===== config.mk =====
export PLATFORM = sky130hd
export DESIGN_NAME = axi_lite_if_reg_slave_flat
export DESIGN_NICKNAME = d
export VERILOG_FILES = /design/src/rtl/axi_lite_reg_pkg.sv /design/src/rtl/axi_lite_if.sv /design/src/rtl/axi_lite_reg_decode.sv /design/src/rtl/axi_lite_if_reg_slave.sv /design/src/flat_wrapper.sv
export SDC_FILE = /design/constraint.sdc
export NUM_CORES = 1
export LEC_CHECK = 0
export BUFFER_PORTS_ARGS = -buffer_cell sky130_fd_sc_hd__buf_2
export CAP_MARGIN = 20
export CELL_PAD_IN_SITES_DETAIL_PLACEMENT = 1
export CELL_PAD_IN_SITES_GLOBAL_PLACEMENT = 2
export CORE_MARGIN = 5
export CORE_UTILIZATION = 25
export DETAILED_ROUTE_END_ITERATION = 8
export PLACE_DENSITY_LB_ADDON = 0.1
export SLEW_MARGIN = 20
export SYNTH_ARGS = -nofsm -noshare
export SYNTH_HDL_FRONTEND = slang
export SYNTH_HIERARCHICAL = 1
export SYNTH_SLANG_ARGS = --single-unit

===== constraint.sdc =====
create_clock -name axil_aclk -period 2.8 [get_ports axil_aclk]
set_input_delay 0 -clock axil_aclk [delete_from_list [all_inputs] [get_ports axil_aclk]]
set_output_delay 0 -clock axil_aclk [all_outputs]
set_load 0.02 [all_outputs]

===== src/rtl/axi_lite_reg_pkg.sv =====
// Shared types and constants for the AXI4-Lite register slave.
// Response codes, write/read FSM state types and an index-width helper.
package axi_lite_reg_pkg;

    localparam logic [1:0] RESP_OKAY   = 2'b00;
    localparam logic [1:0] RESP_SLVERR = 2'b10;

    typedef enum logic {WR_IDLE, WR_RESP} wr_state_t;
    typedef enum logic {RD_IDLE, RD_RESP} rd_state_t;

    // Width of an index into n registers, never zero.
    function automatic int unsigned idx_width(input int unsigned n);
        return (n > 1) ? $clog2(n) : 1;
    endfunction

endpackage


===== src/rtl/axi_lite_if.sv =====
// AXI4-Lite bus bundle: 32-bit address/data, 2-bit response, no strobes.
// Carries no clock; the owning module supplies it.
interface axi_lite_if;

    logic        aw_valid;
    logic        aw_ready;
    logic [31:0] aw_addr;

    logic        w_valid;
    logic        w_ready;
    logic [31:0] w_data;

    logic        b_valid;
    logic        b_ready;
    logic [1:0]  b_resp;

    logic        ar_valid;
    logic        ar_ready;
    logic [31:0] ar_addr;

    logic        r_valid;
    logic        r_ready;
    logic [31:0] r_data;
    logic [1:0]  r_resp;

    modport slave (
        input  aw_valid, aw_addr, w_valid, w_data, b_ready, ar_valid, ar_addr, r_ready,
        output aw_ready, w_ready, b_valid, b_resp, ar_ready, r_valid, r_data, r_resp
    );

    modport master (
        output aw_valid, aw_addr, w_valid, w_data, b_ready, ar_valid, ar_addr, r_ready,
        input  aw_ready, w_ready, b_valid, b_resp, ar_ready, r_valid, r_data, r_resp
    );

endinterface


===== src/rtl/axi_lite_reg_decode.sv =====
// Word-index decoder for the register bank; purely combinational.
// Classifies an index as read-write, read-only or out of range.
module axi_lite_reg_decode
    import axi_lite_reg_pkg::*;
#(
    parameter int unsigned NUM_RW_REGS = 8,
    parameter int unsigned NUM_RO_REGS = 8,
    parameter int unsigned DECODE_BITS = 10,
    parameter int unsigned RW_IDX_W    = idx_width(NUM_RW_REGS),
    parameter int unsigned RO_IDX_W    = idx_width(NUM_RO_REGS)
) (
    input  logic [DECODE_BITS-1:0] idx,
    output logic                   is_rw,
    output logic                   is_ro,
    output logic                   hit,
    output logic [RW_IDX_W-1:0]    rw_idx,
    output logic [RO_IDX_W-1:0]    ro_idx
);

    // Zero-extend so the range compare is unsigned and cannot wrap.
    logic [31:0] idx_ext;
    assign idx_ext = 32'(idx);

    assign is_rw  = idx_ext < NUM_RW_REGS;
    assign hit    = idx_ext < (NUM_RW_REGS + NUM_RO_REGS);
    assign is_ro  = hit && !is_rw;
    assign rw_idx = RW_IDX_W'(idx_ext);
    assign ro_idx = RO_IDX_W'(idx_ext - NUM_RW_REGS);

endmodule


===== src/rtl/axi_lite_if_reg_slave.sv =====
// AXI4-Lite responder with a read-write control bank and a read-only status bank.
// Write and read paths are independent two-state FSMs.
module axi_lite_if_reg_slave
    import axi_lite_reg_pkg::*;
#(
    parameter int unsigned NUM_RW_REGS  = 8,
    parameter int unsigned NUM_RO_REGS  = 8,
    parameter logic [31:0] RW_RESET_VAL = 32'h0,
    parameter int unsigned DECODE_BITS  = 10
) (
    input  logic                     axil_aclk,
    input  logic                     axil_rst,
    axi_lite_if.slave                s_axil,
    output logic [NUM_RW_REGS*32-1:0] rw_regs,
    output logic [NUM_RW_REGS-1:0]   rw_wr_pulse,
    input  logic [NUM_RO_REGS*32-1:0] ro_regs
);

    localparam int unsigned RW_IDX_W = idx_width(NUM_RW_REGS);
    localparam int unsigned RO_IDX_W = idx_width(NUM_RO_REGS);

    wr_state_t wr_state_q, wr_state_d;
    rd_state_t rd_state_q, rd_state_d;

    logic                   aw_held_q, w_held_q;
    logic [DECODE_BITS-1:0] aw_idx_q;
    logic [31:0]            w_data_q;
    logic [1:0]             b_resp_q;
    logic [31:0]            r_data_q;
    logic [1:0]             r_resp_q;
    logic [31:0]            regs_q [NUM_RW_REGS];
    logic [NUM_RW_REGS-1:0] pulse_q;
    logic [31:0]            ro_words [NUM_RO_REGS];

    logic aw_ready, w_ready, ar_ready, commit;

    logic                wr_is_rw, wr_is_ro, wr_hit;
    logic [RW_IDX_W-1:0] wr_rw_idx;
    logic [RO_IDX_W-1:0] wr_ro_idx;
    logic                rd_is_rw, rd_is_ro, rd_hit;
    logic [RW_IDX_W-1:0] rd_rw_idx;
    logic [RO_IDX_W-1:0] rd_ro_idx;

    axi_lite_reg_decode #(
        .NUM_RW_REGS (NUM_RW_REGS),
        .NUM_RO_REGS (NUM_RO_REGS),
        .DECODE_BITS (DECODE_BITS),
        .RW_IDX_W    (RW_IDX_W),
        .RO_IDX_W    (RO_IDX_W)
    ) u_wr_decode (
        .idx    (aw_idx_q),
        .is_rw  (wr_is_rw),
        .is_ro  (wr_is_ro),
        .hit    (wr_hit),
        .rw_idx (wr_rw_idx),
        .ro_idx (wr_ro_idx)
    );

    axi_lite_reg_decode #(
        .NUM_RW_REGS (NUM_RW_REGS),
        .NUM_RO_REGS (NUM_RO_REGS),
        .DECODE_BITS (DECODE_BITS),
        .RW_IDX_W    (RW_IDX_W),
        .RO_IDX_W    (RO_IDX_W)
    ) u_rd_decode (
        .idx    (s_axil.ar_addr[DECODE_BITS+1:2]),
        .is_rw  (rd_is_rw),
        .is_ro  (rd_is_ro),
        .hit    (rd_hit),
        .rw_idx (rd_rw_idx),
        .ro_idx (rd_ro_idx)
    );

    for (genvar i = 0; i < NUM_RW_REGS; i++) begin : g_rw_out
        assign rw_regs[32*i +: 32] = regs_q[i];
    end

    for (genvar i = 0; i < NUM_RO_REGS; i++) begin : g_ro_in
        assign ro_words[i] = ro_regs[32*i +: 32];
    end

    // Write FSM: capture AW/W independently, commit once both are held.
    always_comb begin
        wr_state_d = wr_state_q;
        aw_ready   = 1'b0;
        w_ready    = 1'b0;
        commit     = 1'b0;
        unique case (wr_state_q)
            WR_IDLE: begin
                aw_ready = !aw_held_q;
                w_ready  = !w_held_q;
                if (aw_held_q && w_held_q) begin
                    commit     = 1'b1;
                    wr_state_d = WR_RESP;
                end
            end
            WR_RESP: begin
                if (s_axil.b_ready) wr_state_d = WR_IDLE;
            end
            default: wr_state_d = WR_IDLE;
        endcase
    end

    always_ff @(posedge axil_aclk) begin
        if (axil_rst) begin
            wr_state_q <= WR_IDLE;
            aw_held_q  <= 1'b0;
            w_held_q   <= 1'b0;
            aw_idx_q   <= '0;
            w_data_q   <= '0;
            b_resp_q   <= RESP_OKAY;
            pulse_q    <= '0;
            for (int i = 0; i < NUM_RW_REGS; i++) regs_q[i] <= RW_RESET_VAL;
        end else begin
            wr_state_q <= wr_state_d;
            pulse_q    <= '0;
            if (aw_ready && s_axil.aw_valid) begin
                aw_held_q <= 1'b1;
                aw_idx_q  <= s_axil.aw_addr[DECODE_BITS+1:2];
            end
            if (w_ready && s_axil.w_valid) begin
                w_held_q <= 1'b1;
                w_data_q <= s_axil.w_data;
            end
            if (commit) begin
                aw_held_q <= 1'b0;
                w_held_q  <= 1'b0;
                b_resp_q  <= (wr_hit && !wr_is_ro) ? RESP_OKAY : RESP_SLVERR;
                if (wr_is_rw) begin
                    regs_q[wr_rw_idx]  <= w_data_q;
                    pulse_q[wr_rw_idx] <= 1'b1;
                end
            end
        end
    end

    // Read FSM: data is registered on the AR handshake edge.
    always_comb begin
        rd_state_d = rd_state_q;
        ar_ready   = 1'b0;
        unique case (rd_state_q)
            RD_IDLE: begin
                ar_ready = 1'b1;
                if (s_axil.ar_valid) rd_state_d = RD_RESP;
            end
            RD_RESP: begin
                if (s_axil.r_ready) rd_state_d = RD_IDLE;
            end
            default: rd_state_d = RD_IDLE;
        endcase
    end

    always_ff @(posedge axil_aclk) begin
        if (axil_rst) begin
            rd_state_q <= RD_IDLE;
            r_data_q   <= '0;
            r_resp_q   <= RESP_OKAY;
        end else begin
            rd_state_q <= rd_state_d;
            if (ar_ready && s_axil.ar_valid) begin
                r_resp_q <= rd_hit ? RESP_OKAY : RESP_SLVERR;
                if (rd_is_rw)      r_data_q <= regs_q[rd_rw_idx];
                else if (rd_is_ro) r_data_q <= ro_words[rd_ro_idx];
                else               r_data_q <= '0;
            end
        end
    end

    assign s_axil.aw_ready = aw_ready;
    assign s_axil.w_ready  = w_ready;
    assign s_axil.b_valid  = (wr_state_q == WR_RESP);
    assign s_axil.b_resp   = b_resp_q;
    assign s_axil.ar_ready = ar_ready;
    assign s_axil.r_valid  = (rd_state_q == RD_RESP);
    assign s_axil.r_data   = r_data_q;
    assign s_axil.r_resp   = r_resp_q;
    assign rw_wr_pulse     = pulse_q;

endmodule


===== src/flat_wrapper.sv =====
// flat-port wrapper written by rule: the top's interface ports become plain ports
module axi_lite_if_reg_slave_flat import axi_lite_reg_pkg::*;
#(
    parameter int unsigned NUM_RW_REGS  = 8,
    parameter int unsigned NUM_RO_REGS  = 8,
    parameter logic [31:0] RW_RESET_VAL = 32'h0,
    parameter int unsigned DECODE_BITS  = 10
)
  (axil_aclk, axil_rst, rw_regs, rw_wr_pulse, ro_regs, s_axil_aw_valid, s_axil_aw_addr, s_axil_w_valid, s_axil_w_data, s_axil_b_ready, s_axil_ar_valid, s_axil_ar_addr, s_axil_r_ready, s_axil_aw_ready, s_axil_w_ready, s_axil_b_valid, s_axil_b_resp, s_axil_ar_ready, s_axil_r_valid, s_axil_r_data, s_axil_r_resp);
  axi_lite_if s_axil_i ();
  input  logic axil_aclk;
  input  logic axil_rst;
  output logic [NUM_RW_REGS*32-1:0] rw_regs;
  output logic [NUM_RW_REGS-1:0] rw_wr_pulse;
  input  logic [NUM_RO_REGS*32-1:0] ro_regs;
  input wire logic [$bits(s_axil_i.aw_valid)-1:0] s_axil_aw_valid;
  input wire logic [$bits(s_axil_i.aw_addr)-1:0] s_axil_aw_addr;
  input wire logic [$bits(s_axil_i.w_valid)-1:0] s_axil_w_valid;
  input wire logic [$bits(s_axil_i.w_data)-1:0] s_axil_w_data;
  input wire logic [$bits(s_axil_i.b_ready)-1:0] s_axil_b_ready;
  input wire logic [$bits(s_axil_i.ar_valid)-1:0] s_axil_ar_valid;
  input wire logic [$bits(s_axil_i.ar_addr)-1:0] s_axil_ar_addr;
  input wire logic [$bits(s_axil_i.r_ready)-1:0] s_axil_r_ready;
  output wire logic [$bits(s_axil_i.aw_ready)-1:0] s_axil_aw_ready;
  output wire logic [$bits(s_axil_i.w_ready)-1:0] s_axil_w_ready;
  output wire logic [$bits(s_axil_i.b_valid)-1:0] s_axil_b_valid;
  output wire logic [$bits(s_axil_i.b_resp)-1:0] s_axil_b_resp;
  output wire logic [$bits(s_axil_i.ar_ready)-1:0] s_axil_ar_ready;
  output wire logic [$bits(s_axil_i.r_valid)-1:0] s_axil_r_valid;
  output wire logic [$bits(s_axil_i.r_data)-1:0] s_axil_r_data;
  output wire logic [$bits(s_axil_i.r_resp)-1:0] s_axil_r_resp;
  assign s_axil_i.aw_valid = s_axil_aw_valid;
  assign s_axil_i.aw_addr = s_axil_aw_addr;
  assign s_axil_i.w_valid = s_axil_w_valid;
  assign s_axil_i.w_data = s_axil_w_data;
  assign s_axil_i.b_ready = s_axil_b_ready;
  assign s_axil_i.ar_valid = s_axil_ar_valid;
  assign s_axil_i.ar_addr = s_axil_ar_addr;
  assign s_axil_i.r_ready = s_axil_r_ready;
  assign s_axil_aw_ready = s_axil_i.aw_ready;
  assign s_axil_w_ready = s_axil_i.w_ready;
  assign s_axil_b_valid = s_axil_i.b_valid;
  assign s_axil_b_resp = s_axil_i.b_resp;
  assign s_axil_ar_ready = s_axil_i.ar_ready;
  assign s_axil_r_valid = s_axil_i.r_valid;
  assign s_axil_r_data = s_axil_i.r_data;
  assign s_axil_r_resp = s_axil_i.r_resp;
  axi_lite_if_reg_slave #(.NUM_RW_REGS(NUM_RW_REGS), .NUM_RO_REGS(NUM_RO_REGS), .RW_RESET_VAL(RW_RESET_VAL), .DECODE_BITS(DECODE_BITS)) u_core (.axil_aclk(axil_aclk), .axil_rst(axil_rst), .s_axil(s_axil_i), .rw_regs(rw_regs), .rw_wr_pulse(rw_wr_pulse), .ro_regs(ro_regs));
endmodule

Word level (Yosys, flattened, before mapping). Memory sizes are Yosys's and may differ from the RTL's. Cells that the tools add are included.

Order comparisons: 7. Muxes and demuxes: 28. Bitwise logic cells: 5. Divide/modulo/power cells: 0. Reduce and logical (&&, ||, !) cells: 16. Add/subtract/negate cells: 1. $mul: 0. Equality and inequality tests: 0. Shift-type cells: 0.

Operator list (number): 32-bit two-way mux (5); 32-bit binary-select mux with 3-bit select (1); 32-bit OR reduction (1); 10-bit by 4-bit less-than comparator with 1-bit output, second input constant (2); 10-bit by 5-bit less-than comparator with 1-bit output, second input constant (2); 1-bit two-way mux (16); 1-bit logical AND (8); 1-bit logical NOT (5); 4-bit >= comparator, second input constant (1); 3-bit by 4-bit less-than comparator with 1-bit output, second input constant (1); 2-bit two-way mux (2); 1-bit inverter (4); 3-bit inverter with 4-bit output (1); 1-bit case mux with 2 select lines (2); 1-bit demux with 3-bit select (1); 3-bit by 1-bit >= comparator with 1-bit output, second input constant (1); 3-bit two-way mux (1); 3-bit OR reduction (1); 3-bit by 1-bit subtractor with 3-bit output, second input constant (1); 2-bit OR reduction (1).

Latch bits: 0. Logic and storage cells: 68. Memories: 1. Memory bits (writable): 256. Flip-flop bits (word level): 90. Bits in read-only memories: 0.

Memory list: u_core.regs_q (words 8, width 32, rd ports 9, clocked after memory_dff 0, write ports 8, line axi_lite_if_reg_slave.sv:31) `logic [31:0] regs_q [NUM_RW_REGS];`.

Logic depth before layout (Yosys ltp). Gate-level depths: netlist (run 1).

Word-level depth: 8. Depth in mapped cells: 8. Gate-level depth less buffers: 5.

By module. Netlist (run 1), hierarchy kept.

By module, submodules not included: axi_lite_if_reg_slave (area an instance 16679.7 um^2, instances 1, cells each 1189); axi_lite_reg_decode (area an instance 82.6 um^2, instances 2, cells each 10).

Least setup slack after synthesis (run 1). Ideal clock, no wire load.

Path kind: register to register. Start: register u_core.aw_idx_q[9]. End: memory u_core.regs_q[2][0] (enable). Arrival: 2.051 ns. Setup slack: 0.374 ns. Stages on the path, launching flop included: 6. Path buffers: 0. Period minus slack after synthesis: 2.426 ns. Library setup time: 0.375 ns. Cells stage by stage: dfxtp_1 -> or4_4 -> nor4_1 -> nand4bb_1 -> nor2_1 -> or2_2.

RTL lines: start, declared (line axi_lite_if_reg_slave.sv:26) `logic [DECODE_BITS-1:0] aw_idx_q;`; start signal, assigned (line axi_lite_if_reg_slave.sv:119) `aw_idx_q <= s_axil.aw_addr[DECODE_BITS+1:2];`; end, declared (line axi_lite_if_reg_slave.sv:31).

==> run_results.csv, run 1 <==
group,metric,value,unit
timing,timing.slew.headroom,41.4,%
final_layout,post-route-util,35.5,%
routing,ant_nets,0,
timing,fmax,392,MHz
critical_path,cp_slowest_cell,"or4_4",
final_layout,syn2layout_area_growth,41.2,%
clocking,clkTransAtPathRegs,0.06,ns
critical_path,reg2reg_slack,0.25,ns
routing,drt_wl_total,77.9,mm
routing,wl_per_cell,27.3,µm
placed_design,port_buffers,617,
power_and_ir_drop,power_density,541,nW/µm²
global_routing,grt_max_degree,51,
clocking,cts_tree,"yes",
routing,route.met3.wl,5.03,mm
global_routing,antenna_found_initial,13,
placed_design,dp.final_hpwl,59.5,mm
final_layout,drive_gt1_share,43.4,%
global_routing,grt_pass1_vias,14200,
clocking,post_cts_buffers,0,
placed_design,gp_congestion,0.915,
power_and_ir_drop,vdd_drop_max,0.356,mV
synthesis,yosysWarnings,6,
routing,met2_length,39.7,mm
floorplan,die_area,72600,µm²
timing,rsz0062_at_grt,"no",
final_layout,nets,2301,
critical_path,crit_buf_inv,2,
power_and_ir_drop,leakage,10.3,nW
timing,fin_crit_sh,91.1,%
critical_path,worstSetupEndpointType,"register",
flow_run,maxCapViolations,0,
clocking,clockRootBuffer,"clkbuf_16",
clocking,cts_made_buffers,42,
critical_path,crit_family,"simple AND/OR/NAND/NOR gates",
timing,timing.final.hold_violations,0,
clocking,clock_path_buffers,3,
clocking,cts_hold_buf,122,
synthesis,syn_area,16800,µm²
global_routing,grt_first_pass_wirelength,109,mm
routing,maxUsedRoutingLayer,"met5",
global_routing,gr-total-overflow,0,
timing,tns,0,ns
critical_path,critical_path_arrival,2.96,ns
hold_path,min_path_type,"in -> reg",
critical_path,cpMostUsedCell,"buf_4",
floorplan,io_pins,664,
floorplan,start_util,25.1,%
critical_path,cpPeakStageDelay,0.55,ns
global_routing,grt_usage,20.6,%
synthesis,avgSynthCellArea,13.9,µm²
timing,worstMarginPinSlew,0.879,ns
routing,viasPerCell,4.61,
routing,vias,13200,
clocking,clock-sinks,344,
clocking,htree_levels,2,
floorplan,die_w,269,µm
run_status,run_status,"finished, final reports clean",
synthesis,syn_inst,1206,
critical_path,worstPathRequired,3.21,ns
timing,skew,0.0266,ns
timing,fin_crit,2.55,ns
clocking,insertion_delay,0.56,ns
critical_path,cp_max_fo,33,
routing,drt_pass1_iterations,4,
floorplan,design.core.area,66900,µm²
critical_path,startpoint_type,"register",
timing,setup_violations,0,
clocking,cts_resized,0,
routing,wl_met1,31.4,mm
routing,drc,0,
timing,maxSlewViolCount,0,
critical_path,cp_cell_sequence,"or4_4 > nor4_1 > nand4b_1 > buf_4 > nor3_4 > buf_4 > and2_1",
critical_path,path_class,"reg -> reg",
floorplan,rows,95,
routing,first_iter_violations,625,
floorplan,die_y,269,µm
[placed cells by master, fill, tap and decap left out, types with 9 or more instances in the layout]
master         count
edfxtp_1         256
a22oi_2           27
a22oi_1           36
a21oi_1           44
buf_2            613
buf_4             41
mux2i_1           62
buf_12            16
nand2_1          119
o211ai_1          31
dfxtp_1           88
clkinv_1           9
clkbuf_1          11
mux2_2            33
and2_1           257
mux4_2            42
dlygate4sd3_1    122
clkbuf_16         43
diode_2            9
mux4_1            55
[metrics by stage]
stage	setup WS (ns)	cells	instance area, µm²	hold slack [ns]	total power, mW
floorplan	0.374	1207	16800	0.136	6.73
global placement	0.319	2649	21200	0.251	7.54
finish	0.249	2857	23800	0.0268	12.9
global route	0.0731	2856	23800	0.0252	13.4
CTS	0.206	2848	23700	0.000876	13.1
detailed placement	0.254	2649	21200	0.252	7.56
[power by group]
part	internal (mW)	switching (mW)
registers	5.65	0.195
clock network	3.08	2.18
logic	0.810	0.939
total	9.54	3.31
[layer usage]
metal	vias to the layer above	GRT usage, %
li1	6015	-
met1	6680	24.6
met2	416	36.6
met3	70	5.65
met4	2	5.54
met5	-	0
[flip-flops by register name, summed over array words and instances, names as in the netlist]
register,flops
u_core/aw_held_q,1
u_core/s_axil.r_data,32
u_core/s_axil.r_valid,1
u_core/w_held_q,1
u_core/s_axil.b_valid,1
u_core/s_axil.r_resp,1
u_core/rw_wr_pulse,8
u_core/aw_idx_q,10
u_core/regs_q,256
u_core/w_data_q,32
u_core/s_axil.b_resp,1
[final timing paths]
check / start / endpoint / depth (start not counted)
max reg2reg: u_core/aw_idx_q[9] / u_core/regs_q[1][7] / 7
min: ro_regs[42] / u_core/s_axil.r_data[10] / 5
min reg2reg: u_core/s_axil.r_data[12] / u_core/s_axil.r_data[12] / 2
max: u_core/aw_idx_q[9] / u_core/regs_q[1][7] / 7
[worst reg2reg max path: stages, from the launching register on]
cell      delay (ns)
dfxtp_1         0.31
or4_4           0.55
nor4_1          0.40
nand4b_1        0.18
buf_4           0.20
nor3_4          0.12
buf_4           0.43
and2_1          0.22
[final cells by class]
class                      count  area, µm²
timing repair buffer         794       4940
clock inverter                20        150
antenna                        9       22.5
fill                        7310      43200
multi-input combinational    757       6930
inverter                       3       11.3
clock buffer                  57       1160
sequential                   344       9450
tap                          873       1090
Power figures use the tool's default switching activity.
==> run 2, diff against run 1 <==
Settings changed: BUFFER_PORTS_ARGS -buffer_cell sky130_fd_sc_hd__buf_2 to default, CORE_AREA from default to 5 5 256 258, CORE_MARGIN 5 to default, CORE_UTILIZATION 25 to default, DIE_AREA from default to 0 0 261 263, DONT_BUFFER_PORTS from default to 1.
==> run_results.csv, run 2 (synthesis results as in run 1) <==
group,metric,value,unit
critical_path,crit_path_start,"ro_regs[209]",
final_layout,largest-register,"u_core/regs_q",
critical_path,worstSetupEndpointType,"register",
clocking,clockRootBuffer,"clkbuf_16",
final_layout,final_cell_mix,"and2_1, edfxtp_1, dlygate4sd3_1",
floorplan,start_util,26.8,%
timing,rsz0062_at_grt,"no",
clocking,clock-sinks,344,
critical_path,critical_path_arrival,3.19,ns
critical_path,path_class,"in -> reg",
global_routing,grt_pass1_vias,12200,
floorplan,die_y,263,µm
placed_design,placedCellCount,1991,
placed_design,dpl_worst_slack,0.368,ns
final_layout,syn2layout_area_growth,28.0,%
global_routing,grt_use_met3,7.02,%
timing,fin_crit,2.75,ns
hold_path,min_path_type,"in -> reg",
routing,drt_pass1_iterations,4,
power_and_ir_drop,p_total,12.9,mW
power_and_ir_drop,vdd_drop_max,0.411,mV
global_routing,antenna_found_initial,17,
critical_path,r2r-end,"u_core/s_axil.r_data[15]",
final_layout,drive_gt1_share,16.6,%
global_routing,gr-total-overflow,0,
routing,drc,0,
timing,tns,0,ns
critical_path,cpMostUsedCell,"dlygate4sd3_1",
critical_path,cp_cell_sequence,"dlygate4sd3_1 > mux4_1 > dlygate4sd3_1 > mux2_2 > dlygate4sd3_1 > a22oi_2 > nand2_1 > dlygate4sd3_1",
floorplan,die_area,68600,µm²
final_layout,largest_reg_flops,256,
critical_path,worstPathRequired,3.24,ns
floorplan,io_pins,664,
global_routing,grt_first_pass_wirelength,101,mm
timing,timing.slew.headroom,44.2,%
placed_design,dp.final_hpwl,51.4,mm
flow_run,maxCapViolations,0,
placed_design,place_area,17900,µm²
timing,skew,0.0257,ns
routing,wl_per_cell,32.8,µm
routing,vias,11300,
critical_path,crit_path_end,"u_core/s_axil.r_data[17]",
critical_path,reg2reg_slack,0.16,ns
timing,maxSlewViolCount,0,
final_layout,final_cells,2292,
global_routing,grt_usage,20.7,%
critical_path,cp_slowest_cell,"dlygate4sd3_1",
clocking,clkTransAtPathRegs,0.05,ns
power_and_ir_drop,leakage,8.00,nW
clocking,post_cts_buffers,0,
timing,fin_crit_sh,98.4,%
power_and_ir_drop,power_density,599,nW/µm²
global_routing,grt_max_degree,99,
critical_path,startpoint_type,"input port",
timing,setup_violations,0,
clocking,cts_tree,"yes",
routing,ant_nets,0,
placed_design,gp_congestion,0.812,
run_status,run_status,"finished, final reports clean",
critical_path,reg2regPathDepth,7,
critical_path,cpPeakStageDelay,0.61,ns
timing,timing.final.hold_violations,0,
clocking,cts_made_buffers,44,
routing,drt_wl_total,75.2,mm
global_routing,busiest_layer,"met2",
floorplan,die_w,261,µm
global_routing,met2_usage,36.3,%
timing,worstMarginPinSlew,0.834,ns
clocking,clock_path_buffers,3,
routing,viasPerCell,4.93,
final_layout,final_common_cell,"and2_1",
floorplan,design.core.area,62700,µm²
final_layout,finalInstanceArea,21500,µm²
clocking,insertion_delay,0.57,ns
routing,first_iter_violations,692,
placed_design,port_buffers,0,
global_routing,grt_util_met1,24.0,%
critical_path,cp_max_fo,1,
floorplan,rows,92,
clocking,htree_levels,2,
final_layout,nets,1761,
timing,fmax,363,MHz
critical_path,r2r-start,"u_core/s_axil.r_valid",
timing,layout_setup_ws,0.0454,ns
-- run 2: layout make-up --
class / count / area (µm²)
Clock buffer: 62 / 1240
Sequential cell: 344 / 9450
Timing Repair Buffer: 252 / 2670
Multi-Input combinational cell: 757 / 6930
Antenna cell: 8 / 20.0
Inverter: 3 / 11.3
Fill cell: 6537 / 41200
Clock inverter: 20 / 154
Tap cell: 846 / 1060
-- run 2: worst min path at each step --
stage               cells after the start  slack, ns               from                        to
floorplan                               2       0.14  s_axil_aw_addr[9]        u_core/aw_idx_q[7]
global placement                        1       0.08           axil_rst     u_core/s_axil.r_valid
detailed placement                      1       0.08           axil_rst        u_core/aw_idx_q[7]
CTS                                     5      0.004  s_axil_ar_addr[7]   u_core/s_axil.r_data[0]
global route                            4       0.04       ro_regs[238]  u_core/s_axil.r_data[14]
finish                                  4       0.02  s_axil_ar_addr[4]  u_core/s_axil.r_data[23]
-- run 2: critical path: cells and delay by family --
kind                   cells  cell delay, ns
buffers and inverters      4            2.27
AOI/OAI and AO/OA          1            0.13
muxes                      2            0.74
and+or+nand+nor            1            0.06
-- run 2: stage by stage --
| stage | hold WS (ns) | util (%) |
|---|---|---|
| after floorplan | 0.136 | - |
| after global placement | 0.0759 | 28.6 |
| after detailed placement | 0.0802 | 28.6 |
| after CTS | 0.00404 | 34.3 |
| after global routing | 0.0378 | 34.3 |
| final | 0.0218 | 34.3 |
-- run 2: power breakdown --
group          total, mW  internal, mW  switching (mW)
Clock               5.54          3.27            2.27
Combinational       1.26         0.678           0.583
Sequential          6.09          5.65           0.438
-- run 2: layer usage --
layer	part of all wire [%]	routed length [µm]
met1	38	28400
met2	50	37800
met3	9.1	6820
met4	2.8	2140
met5	0.055	41
-- run 2: repair_timing --
| action | in CTS | in global routing |
|---|---|---|
| gates resized for setup | 0 | 2 |
| hold endpoints to repair | 321 | 9 |
| hold buffers | 211 | 3 |
| setup endpoints to repair | 0 | 17 |
